[src/rtl/audio_proc_pkg.sv]
// Shared definitions for the audio frame processor: mode codes, FSM state
// encoding and the signed-range check used by the saturating datapath.
package audio_proc_pkg;

    localparam logic [1:0] MODE_BYPASS = 2'b00;
    localparam logic [1:0] MODE_GAIN   = 2'b01;
    localparam logic [1:0] MODE_MUTE   = 2'b10;
    localparam logic [1:0] MODE_INVERT = 2'b11;

    typedef enum logic [1:0] {
        IDLE  = 2'b00,
        FETCH = 2'b01,
        PROC  = 2'b10,
        WRITE = 2'b11
    } state_e;

    // True when v does not fit in a w-bit two's complement value, i.e. the
    // result must be clamped to the w-bit max/min.
    function automatic logic sat_overflow(input longint v, input int unsigned w);
        longint hi;
        longint lo;
        hi = (longint'(1) <<< (w - 1)) - longint'(1);
        lo = -hi - longint'(1);
        return (v > hi) || (v < lo);
    endfunction

endpackage

[src/rtl/audio_sat_mul.sv]
// Per-sample datapath shared by all channels: bypass, mute, saturating
// negate, or Q2 gain multiply with arithmetic shift and saturation.
module audio_sat_mul
    import audio_proc_pkg::*;
#(
    parameter int unsigned SAMPLE_W = 16,
    parameter int unsigned GAIN_W   = 16
) (
    input  logic [1:0]                 mode_i,
    input  logic signed [SAMPLE_W-1:0] x_i,
    input  logic [GAIN_W-1:0]          gain_i,
    output logic signed [SAMPLE_W-1:0] y_o,
    output logic                       clip_o
);

    localparam int unsigned PW    = SAMPLE_W + GAIN_W + 1;
    localparam int unsigned SHIFT = GAIN_W - 2;
    localparam logic [SAMPLE_W-1:0] SAT_MAX = {1'b0, {(SAMPLE_W-1){1'b1}}};
    localparam logic [SAMPLE_W-1:0] SAT_MIN = {1'b1, {(SAMPLE_W-1){1'b0}}};

    logic signed [PW-1:0]     x_ext;
    logic signed [PW-1:0]     g_ext;
    logic signed [PW-1:0]     prod;
    logic signed [PW-1:0]     scaled;
    logic signed [SAMPLE_W:0] neg;
    logic                     scaled_ovf;
    logic                     neg_ovf;

    // Gain is unsigned, so it is zero-extended before the signed multiply;
    // >>> on the signed product rounds toward -inf.
    assign x_ext      = {{(GAIN_W+1){x_i[SAMPLE_W-1]}}, x_i};
    assign g_ext      = {{SAMPLE_W{1'b0}}, 1'b0, gain_i};
    assign prod       = x_ext * g_ext;
    assign scaled     = prod >>> SHIFT;
    assign neg        = -{x_i[SAMPLE_W-1], x_i};
    assign scaled_ovf = sat_overflow(longint'(scaled), SAMPLE_W);
    assign neg_ovf    = sat_overflow(longint'(neg), SAMPLE_W);

    // Select the per-mode result and flag any clamping.
    always_comb begin
        y_o    = '0;
        clip_o = 1'b0;
        case (mode_i)
            MODE_BYPASS: y_o = x_i;
            MODE_MUTE:   y_o = '0;
            MODE_INVERT: begin
                if (neg_ovf) begin
                    y_o    = SAT_MAX;
                    clip_o = 1'b1;
                end else begin
                    y_o = neg[SAMPLE_W-1:0];
                end
            end
            MODE_GAIN: begin
                if (scaled_ovf) begin
                    y_o    = scaled[PW-1] ? SAT_MIN : SAT_MAX;
                    clip_o = 1'b1;
                end else begin
                    y_o = scaled[SAMPLE_W-1:0];
                end
            end
            default: y_o = '0;
        endcase
    end

endmodule

[src/rtl/audio_stream_proc.sv]
// Frame processor between the ADC (receive) FIFO and DAC (transmit) FIFO.
// One frame at a time: read, process each channel through a shared
// datapath, then write once the DAC FIFO has room.
// Optional feature macro: AUDIO_PROC_PEAK_EN adds the peak/peak_clr ports.
module audio_stream_proc
    import audio_proc_pkg::*;
#(
    parameter int unsigned SAMPLE_W = 16,
    parameter int unsigned CHANNELS = 2,
    parameter int unsigned GAIN_W   = 16,
    localparam int unsigned FRAME_W = CHANNELS * SAMPLE_W
) (
    input  logic                       clk,
    input  logic                       reset_n,
    input  logic [1:0]                 mode,
    input  logic [CHANNELS*GAIN_W-1:0] gain,
    input  logic                       adcfifo_empty,
    output logic                       adcfifo_read,
    input  logic [FRAME_W-1:0]         adcfifo_readdata,
    input  logic                       dacfifo_full,
    output logic                       dacfifo_write,
    output logic [FRAME_W-1:0]         dacfifo_writedata,
    output logic [CHANNELS-1:0]        clip,
    input  logic                       clip_clr,
    output logic [31:0]                frame_count,
`ifdef AUDIO_PROC_PEAK_EN
    output logic [FRAME_W-1:0]         peak,
    input  logic                       peak_clr,
`endif
    output logic                       busy
);

    localparam int unsigned IDX_W = (CHANNELS > 1) ? $clog2(CHANNELS) : 1;

    state_e                     state_q;
    logic [1:0]                 mode_q;
    logic [CHANNELS*GAIN_W-1:0] gain_q;
    logic [FRAME_W-1:0]         frame_q;
    logic [FRAME_W-1:0]         wdata_q;
    logic [IDX_W-1:0]           idx_q;
    logic                       read_q;
    logic                       write_q;
    logic                       busy_q;
    logic [31:0]                count_q;
    logic [CHANNELS-1:0]        clip_q;
    logic [CHANNELS-1:0]        clip_d;

    logic signed [SAMPLE_W-1:0] x_sel;
    logic [GAIN_W-1:0]          g_sel;
    logic signed [SAMPLE_W-1:0] y;
    logic                       y_clip;

    // Route the current channel's sample and gain into the shared datapath.
    always_comb begin
        x_sel = '0;
        g_sel = '0;
        for (int unsigned c = 0; c < CHANNELS; c++) begin
            if (idx_q == IDX_W'(c)) begin
                x_sel = frame_q[c*SAMPLE_W +: SAMPLE_W];
                g_sel = gain_q[c*GAIN_W +: GAIN_W];
            end
        end
    end

    audio_sat_mul #(
        .SAMPLE_W (SAMPLE_W),
        .GAIN_W   (GAIN_W)
    ) u_sat_mul (
        .mode_i (mode_q),
        .x_i    (x_sel),
        .gain_i (g_sel),
        .y_o    (y),
        .clip_o (y_clip)
    );

    // Frame FSM with registered strobes, shadowed mode/gain and output frame.
    always_ff @(posedge clk or negedge reset_n) begin
        if (!reset_n) begin
            state_q <= IDLE;
            mode_q  <= MODE_BYPASS;
            gain_q  <= '0;
            frame_q <= '0;
            wdata_q <= '0;
            idx_q   <= '0;
            read_q  <= 1'b0;
            write_q <= 1'b0;
            busy_q  <= 1'b0;
            count_q <= '0;
        end else begin
            read_q  <= 1'b0;
            write_q <= 1'b0;
            case (state_q)
                IDLE: begin
                    if (!adcfifo_empty) begin
                        read_q  <= 1'b1;
                        mode_q  <= mode;
                        gain_q  <= gain;
                        busy_q  <= 1'b1;
                        state_q <= FETCH;
                    end
                end
                FETCH: begin
                    frame_q <= adcfifo_readdata;
                    idx_q   <= '0;
                    state_q <= PROC;
                end
                PROC: begin
                    for (int unsigned c = 0; c < CHANNELS; c++) begin
                        if (idx_q == IDX_W'(c)) begin
                            wdata_q[c*SAMPLE_W +: SAMPLE_W] <= y;
                        end
                    end
                    if (idx_q == IDX_W'(CHANNELS - 1)) begin
                        state_q <= WRITE;
                    end else begin
                        idx_q <= idx_q + 1'b1;
                    end
                end
                WRITE: begin
                    if (!dacfifo_full) begin
                        write_q <= 1'b1;
                        count_q <= count_q + 32'd1;
                        busy_q  <= 1'b0;
                        state_q <= IDLE;
                    end
                end
                default: state_q <= IDLE;
            endcase
        end
    end

    // Sticky clip flags: a set in the same cycle as clip_clr takes priority.
    always_comb begin
        clip_d = clip_clr ? '0 : clip_q;
        if (state_q == PROC && y_clip) begin
            for (int unsigned c = 0; c < CHANNELS; c++) begin
                if (idx_q == IDX_W'(c)) begin
                    clip_d[c] = 1'b1;
                end
            end
        end
    end

    // Clip flag register.
    always_ff @(posedge clk or negedge reset_n) begin
        if (!reset_n) begin
            clip_q <= '0;
        end else begin
            clip_q <= clip_d;
        end
    end

`ifdef AUDIO_PROC_PEAK_EN
    localparam logic [SAMPLE_W-1:0] SAT_MAX = {1'b0, {(SAMPLE_W-1){1'b1}}};
    localparam logic [SAMPLE_W-1:0] SAT_MIN = {1'b1, {(SAMPLE_W-1){1'b0}}};

    logic [FRAME_W-1:0] peak_q;
    logic [FRAME_W-1:0] peak_d;

    // Peak magnitude update on the edge that issues the DAC write; the
    // clear is applied first so a coincident update leaves the new |y|.
    always_comb begin : peak_next
        logic [SAMPLE_W-1:0] smp;
        logic [SAMPLE_W-1:0] mag;
        smp    = '0;
        mag    = '0;
        peak_d = peak_clr ? '0 : peak_q;
        if (state_q == WRITE && !dacfifo_full) begin
            for (int unsigned c = 0; c < CHANNELS; c++) begin
                smp = wdata_q[c*SAMPLE_W +: SAMPLE_W];
                if (!smp[SAMPLE_W-1]) begin
                    mag = smp;
                end else if (smp == SAT_MIN) begin
                    mag = SAT_MAX;
                end else begin
                    mag = -smp;
                end
                if (mag > peak_d[c*SAMPLE_W +: SAMPLE_W]) begin
                    peak_d[c*SAMPLE_W +: SAMPLE_W] = mag;
                end
            end
        end
    end

    // Peak register.
    always_ff @(posedge clk or negedge reset_n) begin
        if (!reset_n) begin
            peak_q <= '0;
        end else begin
            peak_q <= peak_d;
        end
    end

    assign peak = peak_q;
`endif

    assign adcfifo_read      = read_q;
    assign dacfifo_write     = write_q;
    assign dacfifo_writedata = wdata_q;
    assign clip              = clip_q;
    assign frame_count       = count_q;
    assign busy              = busy_q;

endmodule

[config.mk]
export PLATFORM = sky130hd
export DESIGN_NAME = audio_stream_proc
export DESIGN_NICKNAME = d
export VERILOG_FILES = /design/src/rtl/audio_proc_pkg.sv /design/src/rtl/audio_sat_mul.sv /design/src/rtl/audio_stream_proc.sv
export SDC_FILE = /design/constraint.sdc
export NUM_CORES = 1
export LEC_CHECK = 0
export BUFFER_PORTS_ARGS = -buffer_cell sky130_fd_sc_hd__buf_2
export CORE_ASPECT_RATIO = 0.75
export CORE_MARGIN = 2
export CORE_UTILIZATION = 60
export DETAILED_ROUTE_END_ITERATION = 10
export GPL_ROUTABILITY_DRIVEN = 0
export PLACE_DENSITY_LB_ADDON = 0.12
export REMOVE_ABC_BUFFERS = 1
export SYNTH_ARGS = -nofsm -noshare
export SYNTH_HDL_FRONTEND = slang
export SYNTH_SLANG_ARGS = --single-unit
[constraint.sdc]
create_clock -name clk -period 17.1 [get_ports clk]
set_input_delay 3.42 -clock clk [delete_from_list [all_inputs] [get_ports clk]]
set_output_delay 3.42 -clock clk [all_outputs]
set_load 0.005 [all_outputs]
==> metrics.txt, run 1 <==
Pins Over Slew Limit=0; starting density of the core=60.7%; async set-or-reset flop fraction in the synthesized netlist=between 90% and 100%; CTS Root Cell=clkbuf_16; number of port buffers=139; # resized after CTS=0; final setup TNS=0 ns; CTS H-tree depth=4; global-route wire length before repair=69900 microns; die width=around 190 microns; number of cells produced by synthesis=1647; path category of the worst min-delay check=flip-flop to flip-flop; hold depth=2; actual transition at the worst max-transition pin=1.28 ns; clock latency on the worst-skew pair=0.44 ns; Clock Sinks=138; type of the setup path with the least slack=flip-flop to flip-flop; length in cells of the worst reg-to-reg path=23; core outline area=roughly 0.026 sq mm; Via density=5.99; combinational family with the most area after synthesis=adder cells; worst path arrival time=approximately 10 ns; global-route track usage on met1=about 48%; Non-Filler Instances=~2100; number of setup violations in the final report=0; simple-gate portion of the synthesized area=14.0%; fraction of final layout cells with drive strength greater than 1=17.9%; remaining design rule violation count=0; adder and majority cell fraction of the synthesized area=a little over a third; remaining global-route overflow=0; global router's overall resource usage=33.7%; Antenna Nets Post-Route=0; sequential element share of the synthesized area=between 20% and 30%; smallest hold slack=0.484 ns; I/O pins=140; required time at the worst-slack endpoint=17.44 ns; Relative slew margins=between 10% and 20%; top library cells by usage in the layout, fill and taps aside=inv_1, nand2_1, fa_1; library cells used by synthesis=80; crit path time final=9.45 ns; layer with the highest usage=met1; maximum net fanout on the critical path=59; Reg2Reg Launch Point=idx_q; flip-flop and latch count after synthesis=138; floorplan row count=51; Die Span Y=144 microns; total number of vias=12700; number of instances in the placed design=2084; post-CTS clock slew at the launch and capture registers of the worst setup and hold paths=0.07 ns; Min-Delay Startpoint=dacfifo_writedata[31]; area fraction in compound gates after synthesis=8.61%; most frequent standard cell in the layout excluding fill and tap cells=inv_1; setup slack of the most critical reg-to-reg path=7.65 ns; dominant register cell in the synthesized netlist=dfrtp_1; total wirelength of the detailed-routed design=44600 microns; Synth Cell Area=0.0157 sq mm; Storage cell area=between 0.003 and 0.004 sq mm; detailed-routing iteration count for the pre-antenna-repair pass=6; CP Cell Sequence=buf_4 > mux2i_1 > nor2_1 > fa_1 > inv_1 > fa_1 > inv_1 > fa_1 > fa_1 > fa_1 > inv_1 > fa_1 > inv_1 > ha_1 > nand3_1 > nor4_1 > nand3_1 > o221ai_2 > a41oi_1 > xnor2_1 > a2bb2oi_2 > nor2_1 > o221ai_1; CP Capture Type=flip-flop; CTS max path bufs=2; antenna violations before repair=0; mux cell area share after synthesis=9.01%; GR met3 Demand/Resource=between 10% and 20%; number of post-CTS setup repair buffers=0; filler cell count in the final layout=2124; CP most frequent cell=fa_1; Detail Placement HPWL=roughly 35000 microns; count of maximum capacitance violations=0; number of buffers added to fix hold violations after cts=0; violation count after the first detailed-route iteration=1286; number of enable-type register cells in the synthesized netlist=0; number of global-route vias before repair=roughly 13000; endpoint of the worst hold path=dacfifo_writedata[31]; FMAX=between 100 and 150 MHz; WL/cell=around 21 microns; XOR/XNOR Fraction of Synth Area=between 3 and 4%; area overhead of the layout relative to synthesis=10.2%; clock tree from TritonCTS=done; endpoint of the lowest-slack register-to-register path=dacfifo_writedata[10]; number of nets in the final layout=~2200; setup repair after global routing missed its margin=false; Ys Warns=0; post-route clock period utilization=a little under three fifths; area of the die=0.0275 sq mm; Slowest cell on crit path=mux2i_1; pin count of the biggest net entering global routing=73; final clock skew=0.0116 ns; launching element type of the critical path=flip-flop; area of combinational cells with multiple inputs=between 0.01 and 0.015 sq mm; Final Hold Viols=0; Crit path largest cell delay=0.97 ns; global-route track usage on met2=46.9%; number of buffers created by CTS=17; Mean Syn Cell Area=9.53 sq um; antenna diode count=0; result of the run=completed
## worst max-delay path, delay by kind of cell (launching register included)
family / cells / cell delay (ns)
buf+inv: 5 / 0.92
flops: 1 / 0.60
mux: 1 / 0.97
compound gates: 4 / 1.63
fa+ha+maj: 7 / 3.68
xor+xnor: 1 / 0.42
simple gates: 5 / 1.06
## registers in the layout, summed over array words and instances (netlist names)
register / count
dacfifo_writedata: 32
idx_q: 1
frame_count: 32
clip: 2
busy: 1
mode_q: 2
gain_q: 32
dacfifo_write: 1
adcfifo_read: 1
frame_q: 32
state_q: 2
## area by class of cell
cell class                 instances  area share, %
multi-input combinational       1197           63.7
sequential                       138           20.0
inverter                         248           5.38
timing repair buffer             157           4.84
tap                              344           2.49
clock buffer                      17           2.46
clock inverter                    15           1.14
## worst max-delay path by stage
stage          slack, ns  cells after the start               endpoint  startpoint
2_1_floorplan       7.58                     23   dacfifo_writedata[1]       idx_q
3_5_place_dp        7.91                     23   dacfifo_writedata[9]       idx_q
6_report            7.65                     23  dacfifo_writedata[10]       idx_q
3_3_place_gp        8.15                     23  dacfifo_writedata[17]       idx_q
4_1_cts             7.82                     23  dacfifo_writedata[10]       idx_q
5_1_grt             7.15                     23   dacfifo_writedata[9]       idx_q
## kinds of logic (layout without fill, tap and decap cells)
group                    after synthesis  after routing
AND/OR/NAND/NOR                      495            495
adder cells (fa/ha/maj)              320            320
buffers and inverters                312            437
AO/OA/AOI/OAI                        189            189
flip-flops                           138            138
multiplexers                         125            125
XOR/XNOR                              68             68
## through the flow
stage / worst slack (ns) / util, % / instance area, sq um
final: 7.65 / 66.9 / 17300
after global routing: 7.15 / 66.9 / 17300
after CTS: 7.82 / 66.9 / 17300
after detailed placement: 7.91 / 64.5 / 16700
after global placement: 8.15 / 64.5 / 16700
after floorplan: 7.58 / - / 15400
## cells in the mapped netlist (7+ instances only)
master / count / area, sq um
o32ai_1: 7 / 61.3
nor2_1: 180 / 676
a21oi_1: 53 / 265
and3_1: 13 / 81.3
nor3_1: 12 / 60.1
xnor2_1: 52 / 455
buf_1: 9 / 33.8
o32ai_2: 7 / 114
xor2_1: 15 / 131
clkbuf_1: 44 / 165
nand4_1: 14 / 87.6
nand2_1: 194 / 728
o221ai_1: 12 / 105
inv_1: 247 / 927
nor2b_1: 8 / 50.1
ha_1: 127 / 1590
o21ai_0: 25 / 125
nand3_1: 29 / 145
dfrtp_1: 138 / 3450
nand2b_1: 10 / 62.6
mux2i_1: 26 / 260
o22ai_1: 13 / 81.3
mux2_2: 93 / 1050
fa_1: 193 / 3860
## layer usage
layer	wire [microns]	up-vias	part of all wire (%)
li1	-	5605	-
met1	19100	6185	43
met2	18000	800	40
met3	6450	86	14
met4	1080	0	2.4
met5	0	-	0
Power of run 1 is not shown: default switching activity piles up to over one toggle a cycle in this logic, so the estimate is an artifact.
==> run 2, diff against run 1 <==
==> constraint.sdc (replaced) <==
create_clock -name clk -period 9.4 [get_ports clk]
set_input_delay 1.88 -clock clk [delete_from_list [all_inputs] [get_ports clk]]
set_output_delay 1.88 -clock clk [all_outputs]
set_load 0.005 [all_outputs]
==> metrics.txt, run 2 (synthesized netlist as in run 1, its figures left out) <==
remaining global-route overflow=0 (unchanged); post-route clock period utilization=92.1% (+37 points); smallest hold slack=0.485 ns (+0.000943 ns); area overhead of the layout relative to synthesis=10.8%; Pins Over Slew Limit=0 (unchanged); WL/cell=20.8 microns (-1.5%); post-CTS clock slew at the launch and capture registers of the worst setup and hold paths=0.07 ns (about the same); antenna diode count=0 (unchanged); met1 layer wirelength in the final routing=19200 microns (+0.47%); Via density=5.95 (-0.60%); path category of the worst min-delay check=flip-flop to flip-flop; core outline area=0.0258 sq mm (unchanged); Clock Sinks=138 (unchanged); actual transition at the worst max-transition pin=1.09 ns (-0.191 ns); result of the run=completed; floorplan row count=51 (unchanged); crit path time final=8.65 ns (-0.791 ns); required time at the worst-slack endpoint=9.72 ns (-7.72 ns); Crit path largest cell delay=0.86 ns (-0.11 ns); remaining design rule violation count=0 (unchanged); Final Util=67.3% (+0.33 points); global router's overall resource usage=33.2% (-0.53 points); clock latency on the worst-skew pair=0.44 ns (about the same); most frequent standard cell in the layout excluding fill and tap cells=inv_1; top library cells by usage in the layout, fill and taps aside=inv_1, nand2_1, fa_1; Die Span Y=144 microns (unchanged); number of setup violations in the final report=0 (unchanged); I/O pins=140 (unchanged); number of post-CTS setup repair buffers=0 (unchanged); Slowest cell on crit path=mux2i_1; cell family with the largest share of critical-path delay=adder cells; Final Hold Viols=0 (unchanged); Relative slew margins=27.4% (+13 points); clock tree from TritonCTS=done; Detail Placement HPWL=34800 microns (-1.7%); setup slack of the most critical reg-to-reg path=0.75 ns (-6.91 ns); total wirelength of the detailed-routed design=44200 microns (-1.0%); launching element type of the critical path=flip-flop; detailed-routing iteration count for the pre-antenna-repair pass=8 (+2); number of nets in the final layout=2160 (+0.47%); CTS max path bufs=2 (unchanged); die width=191 microns (unchanged); top routing layer in use=met4; CTS Root Cell=clkbuf_16; count of maximum capacitance violations=0 (unchanged); violation count after the first detailed-route iteration=1410 (+9.6%); CP most frequent cell=fa_1; antenna violations before repair=0 (unchanged); Worst Setup Slack post-DPL=0.620 ns (-7.29 ns); CP Cell Sequence=buf_4 > mux2i_1 > nor2_1 > fa_1 > inv_1 > fa_1 > inv_1 > fa_1 > fa_1 > fa_1 > inv_1 > fa_1 > inv_1 > ha_1 > nand3_1 > nor4_1 > nand3_1 > o221ai_2 > a41oi_1 > xnor2_1 > nor2b_1 > a2bb2oi_4 > o32ai_1 > a21oi_1; type of the setup path with the least slack=flip-flop to flip-flop; final setup TNS=0 ns (unchanged); number of buffer and inverter instances along the worst setup path=5 (unchanged); WL met2=18200 microns (+1.4%); Antenna Nets Post-Route=0 (unchanged); setup slack after layout=0.745 ns (-6.91 ns); number of buffers created by CTS=17 (unchanged); pin count of the biggest net entering global routing=75 (+2.7%); fraction of final layout cells with drive strength greater than 1=18.4% (+0.46 points); final clock skew=0.0167 ns (+0.00507 ns); number of global-route vias before repair=12600 (-0.33%); Storage cell area=0.00346 sq mm (unchanged); CP Capture Type=flip-flop; area of the die=0.0275 sq mm (unchanged); starting density of the core=60.7% (unchanged); Detail Route met3 WL=5850 microns (-9.3%); total number of vias=12700 (-0.13%); number of port buffers=139 (unchanged); worst path arrival time=8.97 ns (-0.82 ns); filler cell count in the final layout=2079 (-2.1%); CTS H-tree depth=4 (unchanged); FMAX=116 MHz (+9.1%); maximum net fanout on the critical path=45 (-24%); number of buffers added to fix hold violations after cts=0 (unchanged); global-route wire length before repair=68600 microns (-1.8%); setup repair after global routing missed its margin=false; area of combinational cells with multiple inputs=0.0110 sq mm (+0.10%)
-- run 2: cell count changes in the layout (fill, tap and decap cells not counted) --
cell        delta
buf_4         +10
a2bb2oi_2      -1
a2bb2oi_4      +1
clkinvlp_4     +1
clkinv_4       -1
-- run 2: what timing repair did --
| action | in CTS | in global routing |
|---|---|---|
| gates resized for setup | 0 | 1 |
| endpoints found under the setup margin | 0 | 2 |
| endpoints found under the hold margin | 0 | 0 |
-- run 2: routing by layer --
metal / vias up / GRT usage [%]
met3: 74 / 14.0
met2: 713 / 46.6
met1: 6247 / 47.5
li1: 5626 / -
met4: 0 / 7.87
met5: - / 0
-- run 2: area by class of cell --
type / instances / area share [%]
flip-flops and latches: 138 / 19.9
well taps: 344 / 2.48
inverters: 248 / 5.35
multi-input cells: 1197 / 63.5
clock inverters: 15 / 1.12
repair buffers: 167 / 5.25
clock buffers: 17 / 2.45
-- run 2: worst register-to-register path, cell delays in order (launching register included) --
cell and delay, ns:
dfrtp_4 0.84, buf_4 0.34, mux2i_1 0.86, nor2_1 0.15, fa_1 0.53, inv_1 0.06
fa_1 0.52, inv_1 0.05, fa_1 0.52, fa_1 0.45, fa_1 0.55, inv_1 0.05
fa_1 0.53, inv_1 0.04, ha_1 0.42, nand3_1 0.14, nor4_1 0.37, nand3_1 0.16
o221ai_2 0.25, a41oi_1 0.18, xnor2_1 0.52, nor2b_1 0.33, a2bb2oi_4 0.24, o32ai_1 0.37
a21oi_1 0.07
-- run 2: stage by stage --
step,instances,area (sq um)
CTS,2126,17400
floorplan,1583,15400
global route,2126,17400
finish,2126,17400
detailed placement,2094,16800
global placement,2094,16800
-- run 2: path summary, 6_finish.rpt --
path,depth (start not counted),from,end
setup / recovery,24,idx_q,dacfifo_writedata[18]
hold / removal,1,frame_count[31],frame_count[31]
setup reg to reg,24,idx_q,dacfifo_writedata[18]
hold reg to reg,1,frame_count[31],frame_count[31]
max in group asynchronous,2,reset_n,idx_q
min in group asynchronous,1,reset_n,dacfifo_writedata[23]
Power of run 2 is left out for the same reason.
==> run 3, diff against run 2 <==
--- a/config.mk
+++ b/config.mk
@@ -13,6 +13,7 @@
 export GPL_ROUTABILITY_DRIVEN = 0
 export PLACE_DENSITY_LB_ADDON = 0.12
 export REMOVE_ABC_BUFFERS = 1
+export SKIP_LAST_GASP = 1
 export SYNTH_ARGS = -nofsm -noshare
 export SYNTH_HDL_FRONTEND = slang
 export SYNTH_SLANG_ARGS = --single-unit
==> constraint.sdc (replaced) <==
create_clock -name clk -period 8.01 [get_ports clk]
set_input_delay 1.602 -clock clk [delete_from_list [all_inputs] [get_ports clk]]
set_output_delay 1.602 -clock clk [all_outputs]
set_load 0.005 [all_outputs]
==> metrics.txt, run 3 (synthesized netlist as in run 1, its figures left out) <==
result of the run=completed; Via density=5.94 (-0.19%); maximum net fanout on the critical path=23 (-49%); post-CTS clock slew at the launch and capture registers of the worst setup and hold paths=0.07 ns (about the same); starting density of the core=60.7% (unchanged); floorplan row count=51 (unchanged); WL/cell=21.2 microns (+2.2%); worst path arrival time=7.99 ns (-0.98 ns); Slowest cell on crit path=fa_1; clock latency on the worst-skew pair=0.44 ns (about the same); Reg2Reg Launch Point=idx_q; most frequent standard cell in the layout excluding fill and tap cells=inv_1; fraction of final layout cells with drive strength greater than 1=19.2% (+0.87 points); remaining design rule violation count=0 (unchanged); endpoint of the worst hold path=frame_count[11]; hold depth=1 (unchanged); setup slack of the most critical reg-to-reg path=0.34 ns (-0.40 ns); setup repair after global routing missed its margin=false; Detail Placement HPWL=35900 microns (+3.4%); antenna diode count=0 (unchanged); path category of the worst min-delay check=flip-flop to flip-flop; crit path time final=7.67 ns (-0.987 ns); final clock skew=0.0159 ns (-0.000808 ns); Die Span Y=144 microns (unchanged); endpoint of the lowest-slack register-to-register path=dacfifo_writedata[20]; CP Capture Type=flip-flop; pin count of the biggest net entering global routing=86 (+15%); top library cells by usage in the layout, fill and taps aside=inv_1, nand2_1, fa_1; Worst Setup SP=idx_q; area overhead of the layout relative to synthesis=11.7%; antenna violations before repair=0 (unchanged); post-route clock period utilization=95.7% (+3.7 points); type of the setup path with the least slack=flip-flop to flip-flop; Relative slew margins=28.4% (+0.99 points); Final Hold Viols=0 (unchanged); remaining global-route overflow=0 (unchanged); Clock Sinks=138 (unchanged); FMAX=130 MHz (+13%); I/O pins=140 (unchanged); CP most frequent cell=fa_1; area of the die=0.0275 sq mm (unchanged); smallest hold slack=0.484 ns (-0.000324 ns); length in cells of the worst reg-to-reg path=24 (unchanged); core outline area=0.0258 sq mm (unchanged); violation count after the first detailed-route iteration=1427 (+1.2%); die width=191 microns (unchanged); number of port buffers=139 (unchanged); CP Cell Sequence=buf_6 > mux2_2 > nand2_1 > fa_1 > fa_1 > fa_1 > inv_1 > fa_1 > fa_1 > inv_1 > fa_1 > inv_1 > ha_1 > a21oi_1 > nor2b_1 > o21a_1 > o21ai_0 > a21oi_1 > or4_1 > a21oi_1 > a2bb2oi_2 > buf_12 > o32ai_1 > a21oi_1; total number of vias=12700 (+0.66%); CTS Root Cell=clkbuf_16; CTS max path bufs=2 (unchanged); Pins Over Slew Limit=0 (unchanged); CTS H-tree depth=4 (unchanged); number of buffers created by CTS=17 (unchanged); Crit path largest cell delay=0.61 ns (-0.25 ns); Min-Delay Startpoint=frame_count[11]; total wirelength of the detailed-routed design=45500 microns (+3.1%); global router's overall resource usage=34.4% (+1.2 points); actual transition at the worst max-transition pin=1.07 ns (-0.0149 ns); number of setup violations in the final report=0 (unchanged); filler cell count in the final layout=2090 (+0.53%); number of buffers added to fix hold violations after cts=0 (unchanged); number of global-route vias before repair=12600 (+0.41%); required time at the worst-slack endpoint=8.33 ns (-1.39 ns); count of maximum capacitance violations=0 (unchanged); launching element type of the critical path=flip-flop; global-route wire length before repair=70600 microns (+3.0%); detailed-routing iteration count for the pre-antenna-repair pass=5 (-3); Antenna Nets Post-Route=0 (unchanged); clock tree from TritonCTS=done; number of nets in the final layout=2178 (+0.83%)
-- run 3: changes by cell type in the layout (fill, tap and decap cells not counted), moves of 2 or more --
cell       previous run  this run
buf_4                28        42
buf_12                0         2
clkinv_8              1         4
bufinv_16             2         0
-- run 3: worst max-delay path by stage --
| stage | slack (ns) | depth (start not counted) | end |
|---|---|---|---|
| 6_report | 0.34 | 24 | dacfifo_writedata[20] |
| 5_1_grt | 0.04 | 25 | dacfifo_writedata[3] |
| 4_1_cts | 0.19 | 25 | dacfifo_writedata[23] |
| 3_5_place_dp | 0.19 | 25 | dacfifo_writedata[23] |
| 3_3_place_gp | 0.26 | 26 | dacfifo_writedata[17] |
| 2_1_floorplan | -1.51 | 23 | dacfifo_writedata[1] |
-- run 3: area by class of cell --
type | instances | area, sq um | area share [%]
multi-input cells | 1197 | 11000 | 62.9
flip-flops and latches | 138 | 3460 | 19.7
repair buffers | 185 | 1090 | 6.24
inverters | 248 | 931 | 5.31
well taps | 344 | 430 | 2.45
clock buffers | 17 | 425 | 2.43
clock inverters | 15 | 173 | 0.985
-- run 3: metal layers --
layer / vias to the layer above / wire, microns / GRT usage, %
met1: 6167 / 19500 / 48.7
met4: 2 / 1820 / 13.5
met5: - / 57 / 1.65
met3: 113 / 5960 / 13.3
met2: 792 / 18200 / 47.3
li1: 5669 / - / -
-- run 3: through the flow --
stage / setup slack [ns] / utilization (%) / area [sq um] / std cells / setup TNS, ns
5_1_grt: 0.0354 / 67.9 / 17500 / 2144 / 0
3_3_place_gp: 0.262 / 65.4 / 16900 / 2110 / 0
6_report: 0.342 / 67.9 / 17500 / 2144 / 0
3_5_place_dp: 0.194 / 65.4 / 16900 / 2110 / 0
4_1_cts: 0.190 / 67.7 / 17500 / 2142 / 0
2_1_floorplan: -1.51 / - / 15400 / 1583 / -48.92
-- run 3: worst max-delay path, delay by kind of cell, from the launching register on --
family          cells  cell delay [ns]
mux                 1             0.56
buf+inv             5             0.50
compound gates      8             1.65
flops               1             0.58
simple gates        3             0.71
fa+ha+maj           7             3.51
-- run 3: what timing repair did --
| action | 4_1_cts | 5_1_grt |
|---|---|---|
| buffers inserted | 0 | 2 |
| setup endpoints to repair | 0 | 34 |
| resized for setup | 0 | 1 |
Power of run 3 is left out for the same reason.
